[src/rtl/serial_add_pkg.sv]
// Shared types for the bit-serial adder sequencer: FSM state encoding and default width.
package serial_add_pkg;

  typedef enum logic [1:0] {
    IDLE = 2'd0,
    RUN  = 2'd1,
    DONE = 2'd2
  } state_t;

  localparam int DEF_WIDTH = 8;

endpackage

[src/rtl/serial_add_ctrl_full_adder.sv]
// Single-bit full-adder cell, time-multiplexed by serial_add_ctrl.
module FullAdder (
  input  logic a,
  input  logic b,
  input  logic cin,
  output logic sum,
  output logic cout
);

  assign sum  = a ^ b ^ cin;
  assign cout = (a & b) | (cin & (a ^ b));

endmodule

[src/rtl/serial_add_ctrl.sv]
// Bit-serial adder sequencer: one full-adder cell reused LSB-first over WIDTH cycles.
// Optional macro SERIAL_ADD_OVF_EN adds the signed-overflow output ovf.
//
// state | meaning
// IDLE  | waiting for operands, in_ready high
// RUN   | one result bit per cycle, LSB first
// DONE  | result presented until out_ready
module serial_add_ctrl
  import serial_add_pkg::*;
#(
  parameter  int WIDTH = DEF_WIDTH,
  localparam int CNT_W = $clog2(WIDTH)
) (
  input  logic             clk,
  input  logic             rst_n,
  input  logic             in_valid,
  output logic             in_ready,
  input  logic [WIDTH-1:0] a,
  input  logic [WIDTH-1:0] b,
  input  logic             cin,
  output logic             out_valid,
  input  logic             out_ready,
  output logic [WIDTH-1:0] sum,
  output logic             cout,
  output logic             busy
`ifdef SERIAL_ADD_OVF_EN
  ,output logic            ovf
`endif
);

  state_t state, state_nxt;

  logic [WIDTH-1:0] a_sr, b_sr, res_sr;
  logic             carry;
  logic [CNT_W-1:0] cnt;
  logic             fa_sum, fa_cout;
  logic             last_bit;

  assign last_bit = (cnt == CNT_W'(WIDTH - 1));

  FullAdder u_fa (
    .a    (a_sr[0]),
    .b    (b_sr[0]),
    .cin  (carry),
    .sum  (fa_sum),
    .cout (fa_cout)
  );

  always_ff @(posedge clk or negedge rst_n) begin
    if (!rst_n) state <= IDLE;
    else        state <= state_nxt;
  end

  always_comb begin
    state_nxt = state;
    case (state)
      IDLE:    if (in_valid) state_nxt = RUN;
      RUN:     if (last_bit) state_nxt = DONE;
      DONE:    if (out_ready) state_nxt = IDLE;
      default: state_nxt = IDLE;
    endcase
  end

  always_ff @(posedge clk or negedge rst_n) begin
    if (!rst_n) begin
      a_sr   <= '0;
      b_sr   <= '0;
      res_sr <= '0;
      carry  <= 1'b0;
      cnt    <= '0;
    end else begin
      case (state)
        IDLE: if (in_valid) begin
          a_sr  <= a;
          b_sr  <= b;
          carry <= cin;
          cnt   <= '0;
        end
        RUN: begin
          a_sr   <= a_sr >> 1;
          b_sr   <= b_sr >> 1;
          res_sr <= {fa_sum, res_sr[WIDTH-1:1]};
          carry  <= fa_cout;
          // wrap on the final bit so the counter never passes WIDTH-1
          cnt    <= last_bit ? '0 : cnt + CNT_W'(1);
        end
        default: ;
      endcase
    end
  end

`ifdef SERIAL_ADD_OVF_EN
  // carry register holds the carry into the MSB during the last RUN cycle
  always_ff @(posedge clk or negedge rst_n) begin
    if (!rst_n)                       ovf <= 1'b0;
    else if (state == RUN && last_bit) ovf <= carry ^ fa_cout;
  end
`endif

  assign in_ready  = (state == IDLE);
  assign out_valid = (state == DONE);
  assign busy      = (state != IDLE);
  assign sum       = res_sr;
  assign cout      = carry;

endmodule

[config.mk]
export PLATFORM = sky130hd
export DESIGN_NAME = serial_add_ctrl
export DESIGN_NICKNAME = d
export VERILOG_FILES = /design/src/rtl/serial_add_pkg.sv /design/src/rtl/serial_add_ctrl_full_adder.sv /design/src/rtl/serial_add_ctrl.sv
export SDC_FILE = /design/constraint.sdc
export NUM_CORES = 1
export LEC_CHECK = 0
export ABC_AREA = 1
export CAP_MARGIN = 20
export CORE_ASPECT_RATIO = 0.9
export CORE_MARGIN = 10
export CORE_UTILIZATION = 40
export CTS_BUF_LIST = sky130_fd_sc_hd__clkbuf_16
export DETAILED_ROUTE_END_ITERATION = 8
export PLACE_DENSITY = 0.62
export SLEW_MARGIN = 30
export SYNTH_ARGS = -nofsm -noshare
export SYNTH_HDL_FRONTEND = slang
export SYNTH_SLANG_ARGS = --single-unit
[constraint.sdc]
create_clock -name clk -period 2.32 [get_ports clk]
set_input_delay 0.58 -clock clk [delete_from_list [all_inputs] [get_ports clk]]
set_output_delay 0.58 -clock clk [all_outputs]
set_load 0.02 [all_outputs]
==> results of run 1 <==
[per-layer routing]
layer / wire, um / up-vias / track usage (%)
met5: 0 / - / 0
met2: 1590 / 23 / 18.3
li1: - / 643 / -
met1: 1430 / 543 / 11.4
met4: 61 / 0 / 4.61
met3: 196 / 7 / 4.07
[power by group]
part	internal (mW)	total, mW	switching [mW]
Sequential	0.770	0.923	0.153
Combinational	0.464	1.13	0.670
Clock	0.501	0.722	0.222
[flip-flops by register name, indices dropped and copies added (netlist names)]
signal and cells:
a_sr 8, b_sr 8, cnt 3, cout 1, state 2, sum 8
[through the flow]
step           hold WS [ps]  setup slack [ps]  utilization (%)  instances  power [mW]
2_1_floorplan           284               723                -        196        1.72
3_3_place_gp            459               403             52.7        267        2.03
3_5_place_dp            465               388             52.7        267        2.08
4_1_cts                 478              81.1             57.4        275        2.83
5_1_grt                 495             0.647             57.4        275        3.03
6_report                473              85.5             57.4        275        2.78
[cell type report]
cell class | instances | area (um2) | share of cell area (%)
multi-input cells | 120 | 541 | 27.1
repair buffers | 35 | 343 | 17.2
flip-flops and latches | 30 | 751 | 37.6
clock inverters | 3 | 40.0 | 2.01
clock buffers | 5 | 125 | 6.27
well taps | 44 | 55.1 | 2.76
inverters | 38 | 143 | 7.14
[final timing paths]
path                                from        to  slack [ps]  cells after the start
min in group asynchronous          rst_n    sum[5]         690                      2
worst min-delay path              cnt[1]    cnt[1]         470                      2
worst max register to register  state[0]   a_sr[4]        1020                      4
max in group asynchronous          rst_n   a_sr[6]        1350                      2
worst min register to register    cnt[1]    cnt[1]         470                      2
worst max-delay path            state[0]  in_ready          90                      4
[cells in the final DEF (no fill, tap or decap), types with 3 or more instances in the layout]
| cell type | count |
|---|---|
| sky130_fd_sc_hd__dfrtp_1 | 30 |
| sky130_fd_sc_hd__clkdlybuf4s50_1 | 32 |
| sky130_fd_sc_hd__o21ai_0 | 8 |
| sky130_fd_sc_hd__buf_4 | 3 |
| sky130_fd_sc_hd__nand2_1 | 84 |
| sky130_fd_sc_hd__clkbuf_16 | 5 |
| sky130_fd_sc_hd__inv_1 | 36 |
| sky130_fd_sc_hd__nand3_1 | 18 |
[cell families (layout without fill, tap and decap cells)]
| kind of cell | Yosys count | in the layout | share of synthesized area (%) |
|---|---|---|---|
| AOI/OAI and AO/OA | 11 | 11 | 3.86 |
| adders and majority gates | 3 | 3 | 3.02 |
| buffers and inverters | 46 | 81 | 13.4 |
| DFF | 30 | 30 | 50.3 |
| and+or+nand+nor | 106 | 106 | 29.4 |
[worst reg2reg max path, cell delays in order (launching register included)]
cell	delay (ps)
sky130_fd_sc_hd__dfrtp_1	460
sky130_fd_sc_hd__nand2_4	260
sky130_fd_sc_hd__nand2_2	250
sky130_fd_sc_hd__nand3_1	140
sky130_fd_sc_hd__nand2_1	70
==> metrics.sh, run 1 <==
FINALMAXSLEWVIOLATIONS=0
MAX_SLEW.WORST_PIN.SLEW_PS=381
DPL_CELL_AREA_UM2=1830
CTS.SINKS=30
FP.DIEH_UM=77.9
CLOCK.FMAX_MHz=448
GRT_PASS1_VIAS=1316
DETAILROUTE.VIA_COUNT=1216
POWER_LEAKAGE_nW=1.08
SETUP_VIOLATIONS=0
DETAIL_ROUTE.FIRST_PASS.ITERATIONS=6
CORE-AREA_UM2=3480
SLEW-LIMIT-HEADROOM_PCT=74.6
GLOBAL_ROUTE_WIRE_LENGTH_BEFORE_REPAIR_UM=5800
CTS.CLK_SLEW.WORST_PATHS_PS=50
MAX_BUFFERS_ROOT_TO_SINK=2
SYNTH_TOP_AREA_CELL='sky130_fd_sc_hd__dfrtp_1'
CLK_ROOT_BUFFER_CELL='sky130_fd_sc_hd__clkbuf_16'
YOSYSWARNINGS=0
OVERALL_GLOBAL_ROUTING_RESOURCE_USAGE_PCT=10.6
NUMCTSBUFFERS=5
HPWLAFTERDP_UM=2300
POST_SYNTH_MAIN_AREA_CONTRIBUTORS='sky130_fd_sc_hd__dfrtp_1 (50%), sky130_fd_sc_hd__nand2_1 (21%), sky130_fd_sc_hd__inv_1 (9.1%), sky130_fd_sc_hd__nand3_1 (6.0%), sky130_fd_sc_hd__o21ai_0 (2.7%)'
CTS_TREE='yes'
WORST_HOLD_PATH_TYPE='flop to flop'
ITERATION_0_DRC_MARKERS=71
VIASPERCELL=4.42
CRITPATHBUFINV=3
ENDPOINT_KIND='output pin'
SYNTH-SEQ-AREA-SHARE_PCT=50.3
WORST_SETUP_PATH_START_KIND='flop'
POSTSYNTH.TOPFLOPCELL='sky130_fd_sc_hd__dfrtp_1'
WORST_CLOCK_SKEW_PS=6.84
GRT_REMAINING_OVERFLOW=0
GRT_SETUP_UNREPAIRED='false'
PIN_COUNT_OF_THE_BIGGEST_NET_ENTERING_GLOBAL_ROUTING=31
WORST_IR_DROP_VDD_mV=0.764
DIE_AREA_UM2=6570
DETAIL-ROUTE-ANTENNA-NETS=0
INSERTEDDIODECOUNT=0
CP_TOP_FAMILY='buffers and inverters'
CRITICAL_PATH.MAX_STAGE_DELAY_PS=620
SYNTHDOMINANTCELLAREASHARE_PCT=50.3
PWR_DENSITY_CELL_nW_PER_UM2=1390
WORST_PATH_CELL_WITH_THE_LONGEST_STAGE_DELAY='sky130_fd_sc_hd__clkdlybuf4s50_1'
SYNTH.DISTINCT_CELLS=17
FIN_NETS=254
AVGROUTEDWIREPERCELL_UM=11.9
SYNTH_NETS=220
CTS-HTREE-LEVELS=2
PATH_MAX_FANOUT=7
RESULT_OF_THE_RUN='complete, no violations'
NETLIST_INSTANCES=196
POSTSYNTH.ASYNCRESETSHARE_PCT=100
DRT-TOTAL-WL_UM=3280
INITIAL_UTILIZATION_PCT=42.9
ROWS=20
DIE_X_UM=84.4
SYN-CELL-AREA_UM2=1490
HOLD_VIOL=0
IO_PINS=33
POST_CTS_RESIZE_COUNT=0
CRITICAL_PATH.CELL_CHAIN='inv_2 > nand2_1 > inv_1 > clkdlybuf4s50_1'
SYNTHMOSTINSTANTIATEDCELL='sky130_fd_sc_hd__nand2_1'
FINAL.FILL_COUNT=326
FINAL_MIN_PERIOD_OVER_CLOCK_PERIOD_PCT=96.3
CRITPATHKIND='flop to output pin'
CLK-INSERTION-DELAY-LATE_PS=280
FIN_TNS_SETUP_PS=0
SYNTH.AVG_CELL_AREA_UM2=7.61
NETLIST_TOP_CELLS_COUNT='sky130_fd_sc_hd__nand2_1 (84), sky130_fd_sc_hd__inv_1 (36), sky130_fd_sc_hd__dfrtp_1 (30)'
HOLDBUFCOUNTCTS=0
GLOBALPLACE.CONGESTION=0.783
SYNTH-EDFF-COUNT=0
CRIT_ARRIVAL_PS=1650
FINALCRITICALPERIOD_PS=2230
POST_SYNTHESIS_SEQUENTIAL_ELEMENT_COUNT=30
LAYOUT-DRIVE-GT1-SHARE_PCT=6.93
LAYOUT.CELL_AREA.NON_FILLER_UM2=2000
PORT-BUFFER-COUNT=32
DRC_ERRORS=0
CP_DATA_REQUIRED_TIME_PS=1740
POSTCTSSETUPREPAIRBUFS=0
AREA_GROWTH_SYN_TO_LAYOUT_PCT=33.9
MAX_CAP_VIOLATIONS=0
ANTENNA_VIOLATIONS_BEFORE_REPAIR=0
No activity file was read; power rests on OpenSTA's default activity.
==> run 2, diff against run 1 <==
--- a/config.mk
+++ b/config.mk
@@ -12,7 +12,7 @@
 export CORE_UTILIZATION = 40
 export CTS_BUF_LIST = sky130_fd_sc_hd__clkbuf_16
 export DETAILED_ROUTE_END_ITERATION = 8
-export PLACE_DENSITY = 0.62
+export PLACE_DENSITY = 0.76
 export SLEW_MARGIN = 30
 export SYNTH_ARGS = -nofsm -noshare
 export SYNTH_HDL_FRONTEND = slang
==> run 2 against run 1 <==
  * Utilization shrank 0.79 points
  * Via count is the same
  * Wire length shrank 1.4%
  * Global-route usage shrank 0.42 points
  * Setup slack gained 28 ps
  * Combinational power is essentially flat
  * Largest power group unchanged
  * Hold slack gained 5.2 ps
  * Sequential power shrank 0.7%
  * Register-to-register slack lost 170 ps
  * Clock skew shrank 1.4 ps
==> metrics.sh, run 2 (synthesized netlist as in run 1, its figures left out) <==
MAX_CAP_VIOLATIONS=0  # unchanged
CELL_INTERNAL_PWR_mW=1.62  # -6.8%
INITIAL_UTILIZATION_PCT=42.9  # unchanged
RELATIVE_CONTRIBUTION_OF_SEQUENTIAL_CELLS_TO_TOTAL_POWER_PCT=34.6  # +1.4 points
CTS.SINKS=30  # unchanged
PATH_MAX_FANOUT=7  # unchanged
WORST_IR_DROP_VDD_mV=0.819  # +7.2%
ITERATION_0_DRC_MARKERS=63  # -11%
CRITICAL_PATH.MAX_STAGE_DELAY_PS=620  # about the same
NUMCTSBUFFERS=5  # unchanged
AVGROUTEDWIREPERCELL_UM=11.8  # -1.4%
POWER_LEAKAGE_nW=1.07  # -1.0%
FINALNONFILLERCELLS=275  # unchanged
DRT-TOTAL-WL_UM=3240  # -1.4%
WORST_PATH_CELL_WITH_THE_LONGEST_STAGE_DELAY='sky130_fd_sc_hd__clkdlybuf4s50_1'
FINALMAXSLEWVIOLATIONS=0  # unchanged
CRIT_ARRIVAL_PS=1630  # -20 ps
POSTCTSSETUPREPAIRBUFS=0  # unchanged
LAYOUT-DRIVE-GT1-SHARE_PCT=6.06  # -0.87 points
CORE-AREA_UM2=3480  # unchanged
IO_PINS=33  # unchanged
SETUP_VIOLATIONS=0  # unchanged
DETAILROUTE.VIA_COUNT=1216  # unchanged
WORST_CLOCK_SKEW_PS=5.43  # -1.41 ps
PIN_COUNT_OF_THE_BIGGEST_NET_ENTERING_GLOBAL_ROUTING=31  # unchanged
PORT-BUFFER-COUNT=32  # unchanged
GRT_PASS1_VIAS=1198  # -9.0%
WORST_SETUP_PATH_START_KIND='flop'
CLK-INSERTION-DELAY-LATE_PS=270  # about the same
DIE_AREA_UM2=6570  # unchanged
MAX_BUFFERS_ROOT_TO_SINK=2  # unchanged
ANTENNA_VIOLATIONS_BEFORE_REPAIR=0  # unchanged
MOST_USED_CELLS_IN_THE_LAYOUT_EXCLUDING_FILL_AND_TAP_CELLS='sky130_fd_sc_hd__nand2_1 (84), sky130_fd_sc_hd__inv_1 (37), sky130_fd_sc_hd__clkdlybuf4s50_1 (32)'
FINAL_COMMON_CELL='sky130_fd_sc_hd__nand2_1'
ENDPOINT_KIND='output pin'
GLOBAL_ROUTE_WIRE_LENGTH_BEFORE_REPAIR_UM=5540  # -4.4%
POWER_FRAC_CLOCK_PCT=22.5  # -3.5 points
AREA_GROWTH_SYN_TO_LAYOUT_PCT=32.0
FIN_NETS=254  # unchanged
POWER.TOTAL_mW=2.65  # -4.5%
POST_CTS_RESIZE_COUNT=0  # unchanged
GRT_REMAINING_OVERFLOW=0  # unchanged
CLOCK.FMAX_MHz=453  # +1.3%
CRITICAL_PATH.CELL_CHAIN='inv_2 > nand2_1 > inv_1 > clkdlybuf4s50_1'
GLOBALPLACE.CONGESTION=0.711  # -9.1%
FINALCRITICALPERIOD_PS=2210  # -28.5 ps
DPL_CELL_AREA_UM2=1830  # unchanged
HOLDBUFCOUNTCTS=0  # unchanged
CTS.CLK_SLEW.WORST_PATHS_PS=50  # about the same
P_SWITCHING_mW=1.04  # -0.79%
INSERTEDDIODECOUNT=0  # unchanged
CTS_TREE='yes'
CP_DATA_REQUIRED_TIME_PS=1740  # about the same
DETAIL-ROUTE-ANTENNA-NETS=0  # unchanged
SLEW-LIMIT-HEADROOM_PCT=74.9  # +0.34 points
DIE_X_UM=84.4  # unchanged
POWER_SWITCHING_SHARE_PCT=39.1  # +1.5 points
DRC_ERRORS=0  # unchanged
RESULT_OF_THE_RUN='complete, no violations'
PWR_DENSITY_CELL_nW_PER_UM2=1350  # -3.2%
DETAIL_ROUTE.FIRST_PASS.ITERATIONS=4  # -2
WORST_HOLD_PATH_TYPE='flop to flop'
CLK_ROOT_BUFFER_CELL='sky130_fd_sc_hd__clkbuf_16'
HOLD_VIOL=0  # unchanged
GRT_SETUP_UNREPAIRED='false'
LAYOUT.CELL_AREA.NON_FILLER_UM2=1970  # -1.4%
VIASPERCELL=4.42  # unchanged
OVERALL_GLOBAL_ROUTING_RESOURCE_USAGE_PCT=10.2  # -0.42 points
CTS-HTREE-LEVELS=2  # unchanged
PLACEDCELLCOUNT=267  # unchanged
FP.DIEH_UM=77.9  # unchanged
CRITPATHKIND='flop to output pin'
POWER.COMBINATIONAL.FRACTION_PCT=43.0  # +2.2 points
FINAL_MIN_PERIOD_OVER_CLOCK_PERIOD_PCT=95.1  # -1.2 points
FIN_TNS_SETUP_PS=0  # unchanged
ROWS=20  # unchanged
MAX_SLEW.WORST_PIN.SLEW_PS=376  # -5.11 ps
FINAL.FILL_COUNT=317  # -2.8%
HPWLAFTERDP_UM=2260  # -1.7%
==> run 2: cell count changes in the layout (fill, tap and decap cells not counted), sizes merged <==
cell / previous run / this run
bufinv: 1 / 0
inv: 38 / 39
==> run 2: through the flow <==
| stage | worst slack (ps) | util, % | hold slack, ps |
|---|---|---|---|
| global route | 22.6 | 56.6 | 498 |
| global placement | 423 | 52.7 | 462 |
| finish | 114 | 56.6 | 478 |
| detailed placement | 397 | 52.7 | 465 |
| CTS | 90.4 | 56.6 | 478 |
| floorplan | 723 | - | 284 |
==> run 2: path summary, 6_finish.rpt <==
kind                            cells past startpoint        to  slack (ps)  startpoint
max in group asynchronous                           2   b_sr[2]        1350       rst_n
worst max-delay path                                4  in_ready         110    state[1]
min in group asynchronous                           2   a_sr[6]         700       rst_n
worst max register to register                      5   a_sr[2]         850    state[0]
worst min-delay path                                2   b_sr[4]         480     b_sr[4]
worst min register to register                      2   b_sr[4]         480     b_sr[4]
==> run 2: routing by layer <==
metal / wire length, um / global-route usage [%] / vias to the layer above
li1: - / - / 645
met1: 1550 / 12.2 / 544
met2: 1450 / 15.6 / 22
met3: 172 / 4.18 / 5
met4: 63 / 4.93 / 0
met5: 0 / 0 / -
==> run 2: worst max-delay path, delay by kind of cell (launching register included) <==
| kind | cells | cell delay, ps |
|---|---|---|
| buffers and inverters | 3 | 870 |
| DFF | 1 | 410 |
| and+or+nand+nor | 1 | 80 |
==> run 2: power groups by stage <==
stage | registers [mW] | clock network, mW | logic [mW]
final | 0.917 | 0.596 | 1.14
after floorplan | 0.981 | 0 | 0.740
after global placement | 0.910 | 0 | 1.12
after detailed placement | 0.922 | 0 | 1.15
after CTS | 0.919 | 0.612 | 1.16
after global routing | 0.959 | 0.633 | 1.32
==> run 2: cell type report <==
cell class	instances	area [um2]	share of cell area [%]
sequential	30	751	38.1
clock inverter	3	12.5	0.635
multi-input combinational	120	541	27.4
timing repair buffer	35	343	17.4
clock buffer	5	125	6.35
inverter	38	143	7.24
tap	44	55.1	2.80
